==> config.mk <==
export PLATFORM = sky130hd
export DESIGN_NAME = mpc_qp_admm_vx_ram_arb_flat
export DESIGN_NICKNAME = d
export VERILOG_FILES = /design/src/rtl/mpc_qp_admm_pkg.sv /design/src/rtl/mpc_qp_admm_vx_ram_arb_if.sv /design/src/rtl/mpc_qp_admm_rr_arb2.sv /design/src/rtl/mpc_qp_admm_vx_ram_arb.sv /design/src/flat_wrapper.sv
export SDC_FILE = /design/constraint.sdc
export NUM_CORES = 1
export LEC_CHECK = 0
export BUFFER_PORTS_ARGS = -buffer_cell sky130_fd_sc_hd__buf_4
export CAP_MARGIN = 15
export CORE_AREA = 2 2 86 88
export DETAILED_ROUTE_END_ITERATION = 16
export DIE_AREA = 0 0 88 90
export REMOVE_ABC_BUFFERS = 1
export SLEW_MARGIN = 15
export SYNTH_ARGS = -nofsm -noshare
export SYNTH_HDL_FRONTEND = slang
export SYNTH_SLANG_ARGS = --single-unit
==> constraint.sdc <==
create_clock -name clk -period 3 [get_ports clk]
set_input_delay 0.15 -clock clk [delete_from_list [all_inputs] [get_ports clk]]
set_output_delay 0.15 -clock clk [all_outputs]
set_load 0.1 [all_outputs]
==> src/rtl/mpc_qp_admm_pkg.sv <==
// rtl/mpc_qp_admm_pkg.sv - requester ids and lock-owner encoding shared by the RAM arbiter
package mpc_qp_admm_pkg;

  typedef enum logic {
    REQ_A = 1'b0,
    REQ_B = 1'b1
  } req_id_t;

  typedef enum logic [1:0] {
    LOCK_NONE = 2'd0,
    LOCK_A    = 2'd1,
    LOCK_B    = 2'd2
  } lock_state_t;

endpackage

==> src/rtl/mpc_qp_admm_vx_ram_arb_if.sv <==
// rtl/mpc_qp_admm_vx_ram_arb_if.sv - two-requester RAM access bus; lock wires only with MPC_ARB_LOCK_EN
interface mpc_qp_admm_vx_ram_arb_if #(
  parameter int DataWidth    = 32,
  parameter int AddressWidth = 5
);
  logic                    a_req, b_req;
  logic                    a_we, b_we;
  logic [AddressWidth-1:0] a_addr, b_addr;
  logic [DataWidth-1:0]    a_wdata, b_wdata;
`ifdef MPC_ARB_LOCK_EN
  logic                    a_lock, b_lock;
`endif
  logic                    a_gnt, b_gnt;
  logic                    a_rvalid, b_rvalid;
  logic [DataWidth-1:0]    a_rdata, b_rdata;

`ifdef MPC_ARB_LOCK_EN
  modport master (
    output a_req, b_req, a_we, b_we, a_addr, b_addr, a_wdata, b_wdata, a_lock, b_lock,
    input  a_gnt, b_gnt, a_rvalid, b_rvalid, a_rdata, b_rdata
  );
  modport slave (
    input  a_req, b_req, a_we, b_we, a_addr, b_addr, a_wdata, b_wdata, a_lock, b_lock,
    output a_gnt, b_gnt, a_rvalid, b_rvalid, a_rdata, b_rdata
  );
`else
  modport master (
    output a_req, b_req, a_we, b_we, a_addr, b_addr, a_wdata, b_wdata,
    input  a_gnt, b_gnt, a_rvalid, b_rvalid, a_rdata, b_rdata
  );
  modport slave (
    input  a_req, b_req, a_we, b_we, a_addr, b_addr, a_wdata, b_wdata,
    output a_gnt, b_gnt, a_rvalid, b_rvalid, a_rdata, b_rdata
  );
`endif

endinterface

==> src/rtl/mpc_qp_admm_rr_arb2.sv <==
// rtl/mpc_qp_admm_rr_arb2.sv - two-way round-robin grant with optional ownership lock (MPC_ARB_LOCK_EN)
module mpc_qp_admm_rr_arb2
  import mpc_qp_admm_pkg::*;
(
  input  logic clk,
  input  logic reset,
  input  logic a_req,
  input  logic b_req,
`ifdef MPC_ARB_LOCK_EN
  input  logic a_lock,
  input  logic b_lock,
`endif
  output logic a_gnt,
  output logic b_gnt
);

  // prio_q names the requester that wins the next tie
  req_id_t prio_q, prio_d;
`ifdef MPC_ARB_LOCK_EN
  lock_state_t lock_q, lock_d;
`endif

  always_ff @(posedge clk or negedge reset) begin
    if (!reset) begin
      prio_q <= REQ_A;
`ifdef MPC_ARB_LOCK_EN
      lock_q <= LOCK_NONE;
`endif
    end else begin
      prio_q <= prio_d;
`ifdef MPC_ARB_LOCK_EN
      lock_q <= lock_d;
`endif
    end
  end

  always_comb begin
    a_gnt  = 1'b0;
    b_gnt  = 1'b0;
    prio_d = prio_q;
`ifdef MPC_ARB_LOCK_EN
    lock_d = LOCK_NONE;
    // an owner whose request has dropped loses the lock and normal arbitration resumes
    if (reset && lock_q == LOCK_A && a_req)
      a_gnt = 1'b1;
    else if (reset && lock_q == LOCK_B && b_req)
      b_gnt = 1'b1;
    else
`endif
    if (reset && a_req && (!b_req || prio_q == REQ_A))
      a_gnt = 1'b1;
    else if (reset && b_req)
      b_gnt = 1'b1;

    if (a_gnt) prio_d = REQ_B;
    if (b_gnt) prio_d = REQ_A;
`ifdef MPC_ARB_LOCK_EN
    if (a_gnt && a_lock) lock_d = LOCK_A;
    if (b_gnt && b_lock) lock_d = LOCK_B;
`endif
  end

endmodule

==> src/rtl/mpc_qp_admm_vx_ram_arb.sv <==
// rtl/mpc_qp_admm_vx_ram_arb.sv - shares one single-port RAM between requesters A and B; lock option MPC_ARB_LOCK_EN
module mpc_qp_admm_vx_ram_arb
  import mpc_qp_admm_pkg::*;
#(
  parameter int DataWidth    = 32,
  parameter int AddressWidth = 5,
  parameter int AddressRange = 24
) (
  input  logic                    clk,
  input  logic                    reset,
  mpc_qp_admm_vx_ram_arb_if.slave bus,
  output logic [AddressWidth-1:0] ram_address0,
  output logic                    ram_ce0,
  output logic                    ram_we0,
  output logic [DataWidth-1:0]    ram_d0,
  input  logic [DataWidth-1:0]    ram_q0,
  output logic                    err_addr
);

  localparam logic [AddressWidth:0] RangeEnd = (AddressWidth + 1)'(AddressRange);

  logic                    a_gnt, b_gnt, any_gnt;
  logic                    sel_we, in_range;
  logic [AddressWidth-1:0] sel_addr;
  logic [DataWidth-1:0]    sel_wdata;
  logic                    a_rv_q, b_rv_q, oor_q, err_q;
  logic [DataWidth-1:0]    rdata_sel;

  mpc_qp_admm_rr_arb2 u_arb (
    .clk    (clk),
    .reset  (reset),
    .a_req  (bus.a_req),
    .b_req  (bus.b_req),
`ifdef MPC_ARB_LOCK_EN
    .a_lock (bus.a_lock),
    .b_lock (bus.b_lock),
`endif
    .a_gnt  (a_gnt),
    .b_gnt  (b_gnt)
  );

  always_comb begin
    any_gnt   = a_gnt | b_gnt;
    sel_we    = b_gnt ? bus.b_we    : bus.a_we;
    sel_addr  = b_gnt ? bus.b_addr  : bus.a_addr;
    sel_wdata = b_gnt ? bus.b_wdata : bus.a_wdata;
    in_range  = {1'b0, sel_addr} < RangeEnd;
  end

  // out-of-range accesses are consumed without touching the RAM
  assign ram_ce0      = any_gnt & in_range;
  assign ram_we0      = ram_ce0 & sel_we;
  assign ram_address0 = any_gnt ? sel_addr  : '0;
  assign ram_d0       = any_gnt ? sel_wdata : '0;

  always_ff @(posedge clk or negedge reset) begin
    if (!reset) begin
      a_rv_q <= 1'b0;
      b_rv_q <= 1'b0;
      oor_q  <= 1'b0;
      err_q  <= 1'b0;
    end else begin
      a_rv_q <= a_gnt & ~sel_we;
      b_rv_q <= b_gnt & ~sel_we;
      oor_q  <= ~in_range;
      if (any_gnt && !in_range) err_q <= 1'b1;
    end
  end

  assign rdata_sel    = oor_q ? '0 : ram_q0;
  assign bus.a_gnt    = a_gnt;
  assign bus.b_gnt    = b_gnt;
  assign bus.a_rvalid = a_rv_q;
  assign bus.b_rvalid = b_rv_q;
  assign bus.a_rdata  = a_rv_q ? rdata_sel : '0;
  assign bus.b_rdata  = b_rv_q ? rdata_sel : '0;
  assign err_addr     = err_q;

endmodule

==> src/flat_wrapper.sv <==
// flat-port wrapper written by rule: the top's interface ports become plain ports
module mpc_qp_admm_vx_ram_arb_flat import mpc_qp_admm_pkg::*;
#(
  parameter int DataWidth    = 32,
  parameter int AddressWidth = 5,
  parameter int AddressRange = 24
)
  (clk, reset, ram_address0, ram_ce0, ram_we0, ram_d0, ram_q0, err_addr, bus_a_req, bus_b_req, bus_a_we, bus_b_we, bus_a_addr, bus_b_addr, bus_a_wdata, bus_b_wdata, bus_a_gnt, bus_b_gnt, bus_a_rvalid, bus_b_rvalid, bus_a_rdata, bus_b_rdata);
  mpc_qp_admm_vx_ram_arb_if #(.DataWidth(DataWidth), .AddressWidth(AddressWidth)) bus_i ();
  input  logic clk;
  input  logic reset;
  output logic [AddressWidth-1:0] ram_address0;
  output logic ram_ce0;
  output logic ram_we0;
  output logic [DataWidth-1:0] ram_d0;
  input  logic [DataWidth-1:0] ram_q0;
  output logic err_addr;
  input wire logic [$bits(bus_i.a_req)-1:0] bus_a_req;
  input wire logic [$bits(bus_i.b_req)-1:0] bus_b_req;
  input wire logic [$bits(bus_i.a_we)-1:0] bus_a_we;
  input wire logic [$bits(bus_i.b_we)-1:0] bus_b_we;
  input wire logic [$bits(bus_i.a_addr)-1:0] bus_a_addr;
  input wire logic [$bits(bus_i.b_addr)-1:0] bus_b_addr;
  input wire logic [$bits(bus_i.a_wdata)-1:0] bus_a_wdata;
  input wire logic [$bits(bus_i.b_wdata)-1:0] bus_b_wdata;
  output wire logic [$bits(bus_i.a_gnt)-1:0] bus_a_gnt;
  output wire logic [$bits(bus_i.b_gnt)-1:0] bus_b_gnt;
  output wire logic [$bits(bus_i.a_rvalid)-1:0] bus_a_rvalid;
  output wire logic [$bits(bus_i.b_rvalid)-1:0] bus_b_rvalid;
  output wire logic [$bits(bus_i.a_rdata)-1:0] bus_a_rdata;
  output wire logic [$bits(bus_i.b_rdata)-1:0] bus_b_rdata;
  assign bus_i.a_req = bus_a_req;
  assign bus_i.b_req = bus_b_req;
  assign bus_i.a_we = bus_a_we;
  assign bus_i.b_we = bus_b_we;
  assign bus_i.a_addr = bus_a_addr;
  assign bus_i.b_addr = bus_b_addr;
  assign bus_i.a_wdata = bus_a_wdata;
  assign bus_i.b_wdata = bus_b_wdata;
  assign bus_a_gnt = bus_i.a_gnt;
  assign bus_b_gnt = bus_i.b_gnt;
  assign bus_a_rvalid = bus_i.a_rvalid;
  assign bus_b_rvalid = bus_i.b_rvalid;
  assign bus_a_rdata = bus_i.a_rdata;
  assign bus_b_rdata = bus_i.b_rdata;
  mpc_qp_admm_vx_ram_arb #(.DataWidth(DataWidth), .AddressWidth(AddressWidth), .AddressRange(AddressRange)) u_core (.clk(clk), .reset(reset), .bus(bus_i), .ram_address0(ram_address0), .ram_ce0(ram_ce0), .ram_we0(ram_we0), .ram_d0(ram_d0), .ram_q0(ram_q0), .err_addr(err_addr));
endmodule
==> results.toml <==
[critical_path]
worst_ep_arrival_time_ns = 2.05
cpLargestDelayFamily = "buffers and inverters"
setup.worst_path.class = "input port to primary output"
critical-path-top-cell-by-count = "sky130_fd_sc_hd__buf_4"
timing.critical_path.slowest_stage_cell = "sky130_fd_sc_hd__dlygate4sd3_1"
critPathBufInv = 4
worstSetupStartpointType = "input port"
critical_path.endpoint_type = "primary output"
timing.critical_path.slowest_cell_delay_ns = 0.53
timing.critical_path.cells = "dlygate4sd3_1 -> buf_4 -> nand3_2 -> inv_2 -> nand2_1 -> a21oi_1 -> buf_4"
required_ns = 2.85
reg2reg_to = "u_core.err_addr"
reg2reg_from = "u_core.u_arb.prio_q"
reg2reg_depth = 5
path_max_fanout = 39
reg2reg_setup_slack_ns = 1.44

[floorplanning]
floorplan.io_pins = 220
core_area_um2 = 7020
die_height_um = 90
fp-row-count = 31
floorplan.initialDensity_pct = 17.5
floorplan.die_area_um2 = 7920
floorplan.die.width_um = 88

[power]
peakVddDrop_uv = 160
cellPowerDensity_nw_per_um2 = 314
leakage_nw = 1.71
fin_total_pwr_mw = 0.940

[finish]
final_layout_size_suffix_gt1_share_pct = 53.4
fillerInstances = 741
area_growth_pct = 144
antennaDiodeCount = 0
fin_nets = 542
area_of_the_multi_input_gates_um2 = 987
finish.utilization_pct = 42.6
combined_flip_flop_and_latch_cell_area_um2 = 125

[sta]
worst_slew_pin_slew_ns = 0.753
timing.final.hold_violations = 0
relSlewSlack_pct = 49.8
maximum_operating_frequency_ghz = 0.454
min_period_over_period_pct = 73.4
worst_slack_ns = 0.797
post-route-min-period_ns = 2.20
unrepaired_setup_endpoints_after_global_routing = "false"
final-max-slew-violation-count = 0
finalClockSkew_ns = 0.00444
report.final.setup_viol = 0
worst_hold_slack_ns = 0.113

[clock_tree]
clock_path_buffers = 2
cts_tree = "built"
clock_tree.root_cell = "sky130_fd_sc_hd__clkbuf_8"
cts_buffers = 3
worst_skew_pair.late_latency_ns = 0.22
clkSlewWorstSetupHoldPaths_ns = 0.04
cts_max_level = 1
numClockSinks = 5

[synthesis]
yosysWarningCount = 0
synth-edff-count = 0
instance_count_of_the_mapped_netlist = 219
synth_flop_cell = "sky130_fd_sc_hd__dfrtp_1"
yosysTopAreaCell = "sky130_fd_sc_hd__and2_1"
synth.cell_area_um2 = 1230
synth.ff_latch_count = 5
post_synthesis_async_set_or_reset_flop_share_pct = 100
synth_top_area_share_pct = 31.6
dominant_cells_by_area_after_synthesis = "sky130_fd_sc_hd__and2_1 (32%), sky130_fd_sc_hd__nand2_1 (23%), sky130_fd_sc_hd__a21oi_1 (15%)"
synth.top_cells.by_count = "sky130_fd_sc_hd__nand2_1 (75), sky130_fd_sc_hd__and2_1 (62), sky130_fd_sc_hd__a21oi_1 (36)"
synth-seq-area-share_pct = 10.2
synth_area_per_cell_um2 = 5.60
synthMostInstantiatedCell = "sky130_fd_sc_hd__nand2_1"
post_synth_num_cell_types = 23

[routing]
drtAntennaViolNets = 0
avgViaCountPerCell = 4.14
drc = 0
wl_per_cell_um = 12.4
via_count = 2188
firstDrtPassIters = 5
detailedRoute.firstIterationViolations = 44
route.final.wire_length_mm = 6.55

[hold_path]
timing.hold.worst_endpoint = "u_core.bus.b_rvalid"
worst_hold_path.num_cells = 2
worst_hold_start = "bus_b_we"
min-delay-path-class = "input port to flip-flop"

[place]
place_congestion = 0.773
place_worst_setup_slack_ns = 1.14
portBuffers = 219
dp_hpwl_mm = 5.54

[grt]
grt_max_degree = 40
globalRouteOverflowTotal = 0
via_count_of_the_first_global_routing_pass = 2143
antenna_found_initial = 0
grt_pass1_wl_mm = 9.92
global_route.usage.total_pct = 15.1

[outcome]
run_status = "completed"

[flow_run]
cap_violations = 0
[flip-flops by register name (all words and copies together) (netlist names)]
signal	cells
u_core.oor_q	1
u_core.u_arb.prio_q	1
u_core.bus.b_rvalid	1
u_core.err_addr	1
u_core.bus.a_rvalid	1
[cells by family (layout without fill, tap and decap cells)]
| family | Yosys count | after routing | synth area share [%] |
|---|---|---|---|
| DFF | 5 | 5 | 10.2 |
| and+or+nand+nor | 150 | 150 | 60.9 |
| muxes | 2 | 2 | 1.63 |
| AOI/OAI and AO/OA | 41 | 41 | 17.6 |
| buffers and inverters | 21 | 231 | 9.68 |
[power breakdown]
part / internal, mW / leakage, nW / switching (mW)
clock network: 0.0912 / 0.0228 / 0.0327
logic: 0.203 / 1.63 / 0.538
registers: 0.0721 / 0.0611 / 0.00267
total: 0.367 / 1.71 / 0.573
[cells in the final DEF, fill, tap and decap left out]
master,Yosys,layout
sky130_fd_sc_hd__buf_4,1,222
sky130_fd_sc_hd__nand2_1,75,75
sky130_fd_sc_hd__and2_1,62,62
sky130_fd_sc_hd__a21oi_1,36,36
sky130_fd_sc_hd__dfrtp_1,5,5
sky130_fd_sc_hd__nor2_1,4,4
sky130_fd_sc_hd__clkbuf_8,0,3
sky130_fd_sc_hd__inv_1,2,2
sky130_fd_sc_hd__and3b_1,2,2
sky130_fd_sc_hd__nor2b_1,2,2
sky130_fd_sc_hd__mux2i_1,2,2
sky130_fd_sc_hd__nand3_1,2,2
sky130_fd_sc_hd__a21boi_0,1,1
sky130_fd_sc_hd__nand2b_1,1,1
sky130_fd_sc_hd__nand3_2,1,1
sky130_fd_sc_hd__inv_2,1,1
sky130_fd_sc_hd__and3_1,1,1
sky130_fd_sc_hd__a32oi_1,1,1
sky130_fd_sc_hd__o21ai_2,0,1
sky130_fd_sc_hd__o21a_1,1,1
sky130_fd_sc_hd__o21bai_1,1,1
sky130_fd_sc_hd__clkbuf_1,8,1
sky130_fd_sc_hd__dlygate4sd3_1,0,1
sky130_fd_sc_hd__buf_12,0,1
[metrics by stage]
stage                     instances  TNS (ns)  cell area (um2)
after global placement          523         0             2930
after floorplan                 201    -17.36             1120
final                           528         0             2990
after global routing            528         0             2990
after CTS                       528         0             2990
after detailed placement        523         0             2930
[repair_timing]
action | CTS | global route
setup buffers | 0 | 0
endpoints found under the hold margin | 5 | 0
gates resized for setup | 0 | 0
setup endpoints to repair | 0 | 0
hold buffers | 1 | 0
[per-layer routing]
layer / vias to the layer above / GRT usage, % / part of all wire (%)
li1: 1107 / - / -
met1: 933 / 16.0 / 36
met2: 144 / 29.2 / 52
met3: 4 / 3.95 / 12
met4: 0 / 2.56 / 1.1
met5: - / 0 / 0
[area by class of cell]
type                       count  area share [%]
multi-input combinational    193            33.0
tap                           99            4.14
inverter                       3           0.377
clock buffer                   4            1.51
timing repair buffer         224            56.8
sequential                     5            4.19
[worst max path at each step]
stage	from	end	slack, ns	cells after the start
global placement	u_core.u_arb.prio_q	ram_d0[23]	1.18	6
global route	reset	ram_d0[24]	0.59	7
CTS	reset	ram_d0[23]	0.75	7
finish	reset	ram_d0[23]	0.80	7
floorplan	u_core.u_arb.prio_q	ram_we0	-0.51	5
detailed placement	u_core.u_arb.prio_q	ram_d0[23]	1.14	6
Note: power is estimated with default switching activity, not from simulation.
